==> config.mk <==
export PLATFORM = sky130hd
export DESIGN_NAME = fir_tap_loader
export DESIGN_NICKNAME = d
export VERILOG_FILES = /design/src/rtl/fir_pkg.sv /design/src/rtl/fir_tap_loader.sv
export SDC_FILE = /design/constraint.sdc
export NUM_CORES = 1
export LEC_CHECK = 0
export BUFFER_PORTS_ARGS = -buffer_cell sky130_fd_sc_hd__buf_4
export CORE_MARGIN = 1
export CORE_UTILIZATION = 25
export CTS_CLUSTER_SIZE = 12
export DETAILED_ROUTE_END_ITERATION = 7
export PLACE_DENSITY = 0.51
export SKIP_CTS_REPAIR_TIMING = 1
export SLEW_MARGIN = 25
export SYNTH_ARGS = -nofsm -noshare
export SYNTH_HDL_FRONTEND = slang
export SYNTH_SLANG_ARGS = --single-unit
==> constraint.sdc <==
create_clock -name clk -period 3.3 [get_ports clk]
set_input_delay 0.165 -clock clk [delete_from_list [all_inputs] [get_ports clk]]
set_output_delay 0.165 -clock clk [all_outputs]
set_load 0.01 [all_outputs]
==> src/rtl/fir_pkg.sv <==
// fir_pkg: shared FIR chain sizing, tile-link structs and loader state encoding
package fir_pkg;
  localparam int FIR_TILE_NUM  = 4;
  localparam int FIR_TAP_WIDTH = 16;
  localparam int FIR_CNT_WIDTH = $clog2(FIR_TILE_NUM + 1);
  typedef struct packed {
    logic                     valid;
    logic [FIR_TAP_WIDTH-1:0] data;
  } FIR_TAP_LOAD;
  typedef struct packed {
    logic clear;
    logic run;
  } FIR_CONT_TO_TILE;
  typedef enum logic [2:0] {LD_IDLE, LD_CLEAR, LD_LOAD, LD_DRAIN, LD_RUN} fir_ld_state_e;
endpackage

==> src/rtl/fir_tap_loader.sv <==
// fir_tap_loader: streams host coefficients into the tile chain, then releases it to run
module fir_tap_loader
  import fir_pkg::*;
(
  input  logic                     clk,
  input  logic                     rst,
  input  logic                     cfg_start,
  input  logic                     cfg_stop,
  input  logic                     tap_valid,
  input  logic [FIR_TAP_WIDTH-1:0] tap_data,
  output logic                     tap_ready,
  output FIR_TAP_LOAD              tap_out,
  output FIR_CONT_TO_TILE          cont_out,
  output logic                     busy,
  output logic                     done
);
  fir_ld_state_e            state_q, state_d;
  logic [FIR_CNT_WIDTH-1:0] tap_cnt_q, tap_cnt_d;
  logic [FIR_CNT_WIDTH-1:0] drain_cnt_q, drain_cnt_d;
  FIR_TAP_LOAD              tap_q, tap_d;
  logic                     done_q, done_d;
  // next state: stop aborts any load phase, start only acts from IDLE/RUN and beats stop
  always_comb begin
    state_d     = state_q;
    tap_cnt_d   = tap_cnt_q;
    drain_cnt_d = drain_cnt_q;
    tap_d       = '{valid: 1'b0, data: tap_q.data};
    done_d      = 1'b0;
    case (state_q)
      LD_IDLE:  state_d = cfg_start ? LD_CLEAR : LD_IDLE;
      LD_CLEAR: begin
        tap_cnt_d = '0;
        state_d   = cfg_stop ? LD_IDLE : LD_LOAD;
      end
      LD_LOAD: begin
        if (cfg_stop) begin
          state_d   = LD_IDLE;
          tap_cnt_d = '0;
        end else if (tap_valid) begin
          tap_d     = '{valid: 1'b1, data: tap_data};
          tap_cnt_d = tap_cnt_q + FIR_CNT_WIDTH'(1);
          if (tap_cnt_q == FIR_CNT_WIDTH'(FIR_TILE_NUM - 1)) begin
            state_d     = LD_DRAIN;
            drain_cnt_d = FIR_CNT_WIDTH'(FIR_TILE_NUM - 1);
          end
        end
      end
      LD_DRAIN: begin
        if (cfg_stop) begin
          state_d     = LD_IDLE;
          tap_cnt_d   = '0;
          drain_cnt_d = '0;
        end else if (drain_cnt_q == '0) begin
          state_d = LD_RUN;
          done_d  = 1'b1;
        end else begin
          drain_cnt_d = drain_cnt_q - FIR_CNT_WIDTH'(1);
        end
      end
      LD_RUN:  state_d = cfg_start ? LD_CLEAR : cfg_stop ? LD_IDLE : LD_RUN;
      default: state_d = LD_IDLE;
    endcase
  end
  // state, counters and the registered tap path all clear asynchronously
  always_ff @(posedge clk or posedge rst) begin
    if (rst) begin
      state_q     <= LD_IDLE;
      tap_cnt_q   <= '0;
      drain_cnt_q <= '0;
      tap_q       <= '0;
      done_q      <= 1'b0;
    end else begin
      state_q     <= state_d;
      tap_cnt_q   <= tap_cnt_d;
      drain_cnt_q <= drain_cnt_d;
      tap_q       <= tap_d;
      done_q      <= done_d;
    end
  end
  assign tap_ready = state_q == LD_LOAD;
  assign busy      = state_q == LD_CLEAR || state_q == LD_LOAD || state_q == LD_DRAIN;
  assign cont_out  = '{clear: state_q == LD_CLEAR, run: state_q == LD_RUN};
  assign tap_out   = tap_q;
  assign done      = done_q;
endmodule

==> reports/results.txt <==
DR WL met2: 1330 µm
Final cell count without fillers: 227
Final worst path period need: 1.51 ns
Destination of the worst hold path: tap_out[10]
Area of the multi-input gates: 472 µm²
Top sig layer: met4
Worst-path clk slew: 0.10 ns
PD cells: 708 nW/µm²
Hold Path Depth: 3
Initial core utilization: 26.8%
Fin. max-slew vios: 0
Status: complete, no violations
LEAKAGE: 0.875 nW
Mapped Cells: 132
Worst slew pin tran: 0.561 ns
Clock Sinks: 27
Die Span X: 71.4 µm
Hold_sp: tap_data[10]
Slew headroom: 62.6%
Syn_nets: 157
Worst Setup End Kind: flip-flop
Peak supply drop: 0.218 mV
Root buf cell: clkbuf_8
Slowest cell delay on critical path: 0.52 ns
Via count: 1017
Critical Path RT: 3.52 ns
# diodes: 0
Tcrit/Tclk final: 45.7%
Remaining antenna violation count after routing: 0
Die area: 5100 µm²
Layout cell share with drive strength beyond 1: 29.1%
Count of flip-flops with a built-in enable after synthesis: 0
Most common cell in the netlist: nand2_1
Hold/Removal Path Class: primary input to flip-flop
Total core area: 4500 µm²
Final Hold Viols: 0
Clock Path Buffers: 2
Synth cell count leaders: nand2_1, dfrtp_1, o21ai_1
Inst Count DP: 222
Post-DP HPWL: 2090 µm
#FFs+latches synth: 27
Wl on met1: 1220 µm
Worst reg2reg startpoint: state_q[0]
Die Ht: 71.4 µm
Synth Area per Inst: 9.13 µm²
Worst Setup Start Kind: flip-flop
Fmax: 663 MHz
RD Place Congestion: 0.853
Worst R2R End: tap_cnt_q[1]
Post-synthesis sequential area ratio: 56.1%
CTS tree: built
WP data arrival: 1.73 ns
CP cell instances: nor2b_1 -> nand3b_4 -> inv_4 -> a22o_1
Post-route DRC: 0
Yosys cell types: 25
Nets: 201
Gr usage total: 11.8%
FF/Latch Area: 676 µm²
Num CTS Buffers: 3
Routed length on met3: 106 µm
DR iter-0 viols: 36
Final WL: 2750 µm
Register-to-Register Path Depth: 4
Ys Warns: 0
Area fraction of the dominant cell type after synthesis: 56.1%
Post-DR vias/cell: 4.48
Setup repair after global routing missed its margin: no
GR Overflow Total: 0
Setup TNS: 0 ns
Clock Skew: 0.00564 ns
Ranking of synthesized cells by area: dfrtp_1, nand2_1, ha_1
Worst Setup Path Type: flip-flop to flip-flop
Slowest stage cell, crit path: dfrtp_1
Latest clock arrival within the worst-skew pair: 0.28 ns
R2r setup slk: 1.79 ns
WL/cell: 12.1 µm
Vias in the first global route: 986
Rows: 24
Synth area leader: dfrtp_1
H-tree depth: 1
First-pass GRT wire length: 4620 µm
Fill count: 454
Area Growth Syn to Fin: 34.4%
Setup Viol. Count Final: 0
Initial antenna violation count: 0
# IOs: 43
Max Cap Violations: 0
Main synth FF type: dfrtp_1
Worst Path Max Fanout: 19
Post-Syn Area: 1200 µm²
PortBufs: 42
Largest net degree at the start of global routing: 28
TritonRoute pass-1 iters: 4
Ys async rst share: 100%
report_power, final:
part	leakage (nW)	total [mW]	internal, mW	switching, mW
Clock	0.0217	0.195	0.0858	0.109
Combinational	0.503	0.432	0.219	0.213
Sequential	0.351	0.519	0.440	0.0786
Total	0.875	1.15	0.745	0.401
area by class of cell:
cell class                 count  share of cell area [%]
clock buffer                   3                    2.55
timing repair buffer          43                    20.1
inverter                       8                    2.01
tap                           52                    4.02
clock inverter                 1                   0.464
sequential                    27                    41.7
multi-input combinational     93                    29.1
placed cells by master (no fill, tap or decap), types with 2 or more instances in the layout:
cell type,n
a21oi_1,3
buf_4,42
clkbuf_8,3
dfrtp_1,27
ha_1,4
inv_1,6
nand2_1,54
nand2b_1,2
nor2_1,6
nor3_1,2
nor3b_1,2
o21ai_1,8
o22ai_1,2
critical path: cells and delay by family (launching register included):
kind	cells	cell delay (ns)
DFF	1	0.52
and+or+nand+nor	2	0.55
AOI/OAI and AO/OA	1	0.16
buffers and inverters	1	0.23
how the worst max path moves through the flow:
| stage | endpoint | cells past startpoint | slack (ns) | start |
|---|---|---|---|---|
| 2_1_floorplan | drain_cnt_q[1] | 6 | 1.97 | drain_cnt_q[0] |
| 3_3_place_gp | tap_cnt_q[1] | 4 | 1.83 | state_q[0] |
| 3_5_place_dp | tap_cnt_q[1] | 4 | 1.80 | state_q[0] |
| 4_1_cts | tap_cnt_q[1] | 4 | 1.78 | state_q[0] |
| 5_1_grt | tap_out[0] | 5 | 1.62 | state_q[0] |
| 6_report | tap_cnt_q[1] | 4 | 1.79 | state_q[0] |
sequential cells by signal (all words and copies together), names as in the netlist:
register and flops:
tap_out 17, drain_cnt_q 3, state_q 3, tap_cnt_q 3, done 1
layer usage:
| layer | up-vias | track usage, % |
|---|---|---|
| met3 | 6 | 1.69 |
| met5 | - | 0 |
| li1 | 513 | - |
| met4 | 0 | 6.89 |
| met2 | 24 | 18.6 |
| met1 | 474 | 15.4 |
kinds of logic (layout without fill, tap and decap cells):
| logic type | Yosys count | in the layout | share of synthesized area [%] |
|---|---|---|---|
| buffers and inverters | 12 | 55 | 4.78 |
| adder cells (fa/ha/maj) | 4 | 4 | 4.15 |
| AO/OA/AOI/OAI | 17 | 17 | 8.52 |
| flip-flops | 27 | 27 | 56.1 |
| AND/OR/NAND/NOR | 72 | 72 | 26.5 |
stage by stage:
| step | setup WS [ns] | util (%) | area [µm²] | hold slack [ns] | total power [mW] |
|---|---|---|---|---|---|
| floorplan | 1.97 | - | 1200 | 0.218 | 0.730 |
| global placement | 1.83 | 34.6 | 1560 | 0.356 | 0.951 |
| detailed placement | 1.80 | 34.6 | 1560 | 0.364 | 0.962 |
| CTS | 1.78 | 35.7 | 1610 | 0.0705 | 1.16 |
| global route | 1.62 | 35.9 | 1620 | 0.0688 | 1.22 |
| finish | 1.79 | 35.9 | 1620 | 0.0713 | 1.15 |
Power figures use the tool's default switching activity.
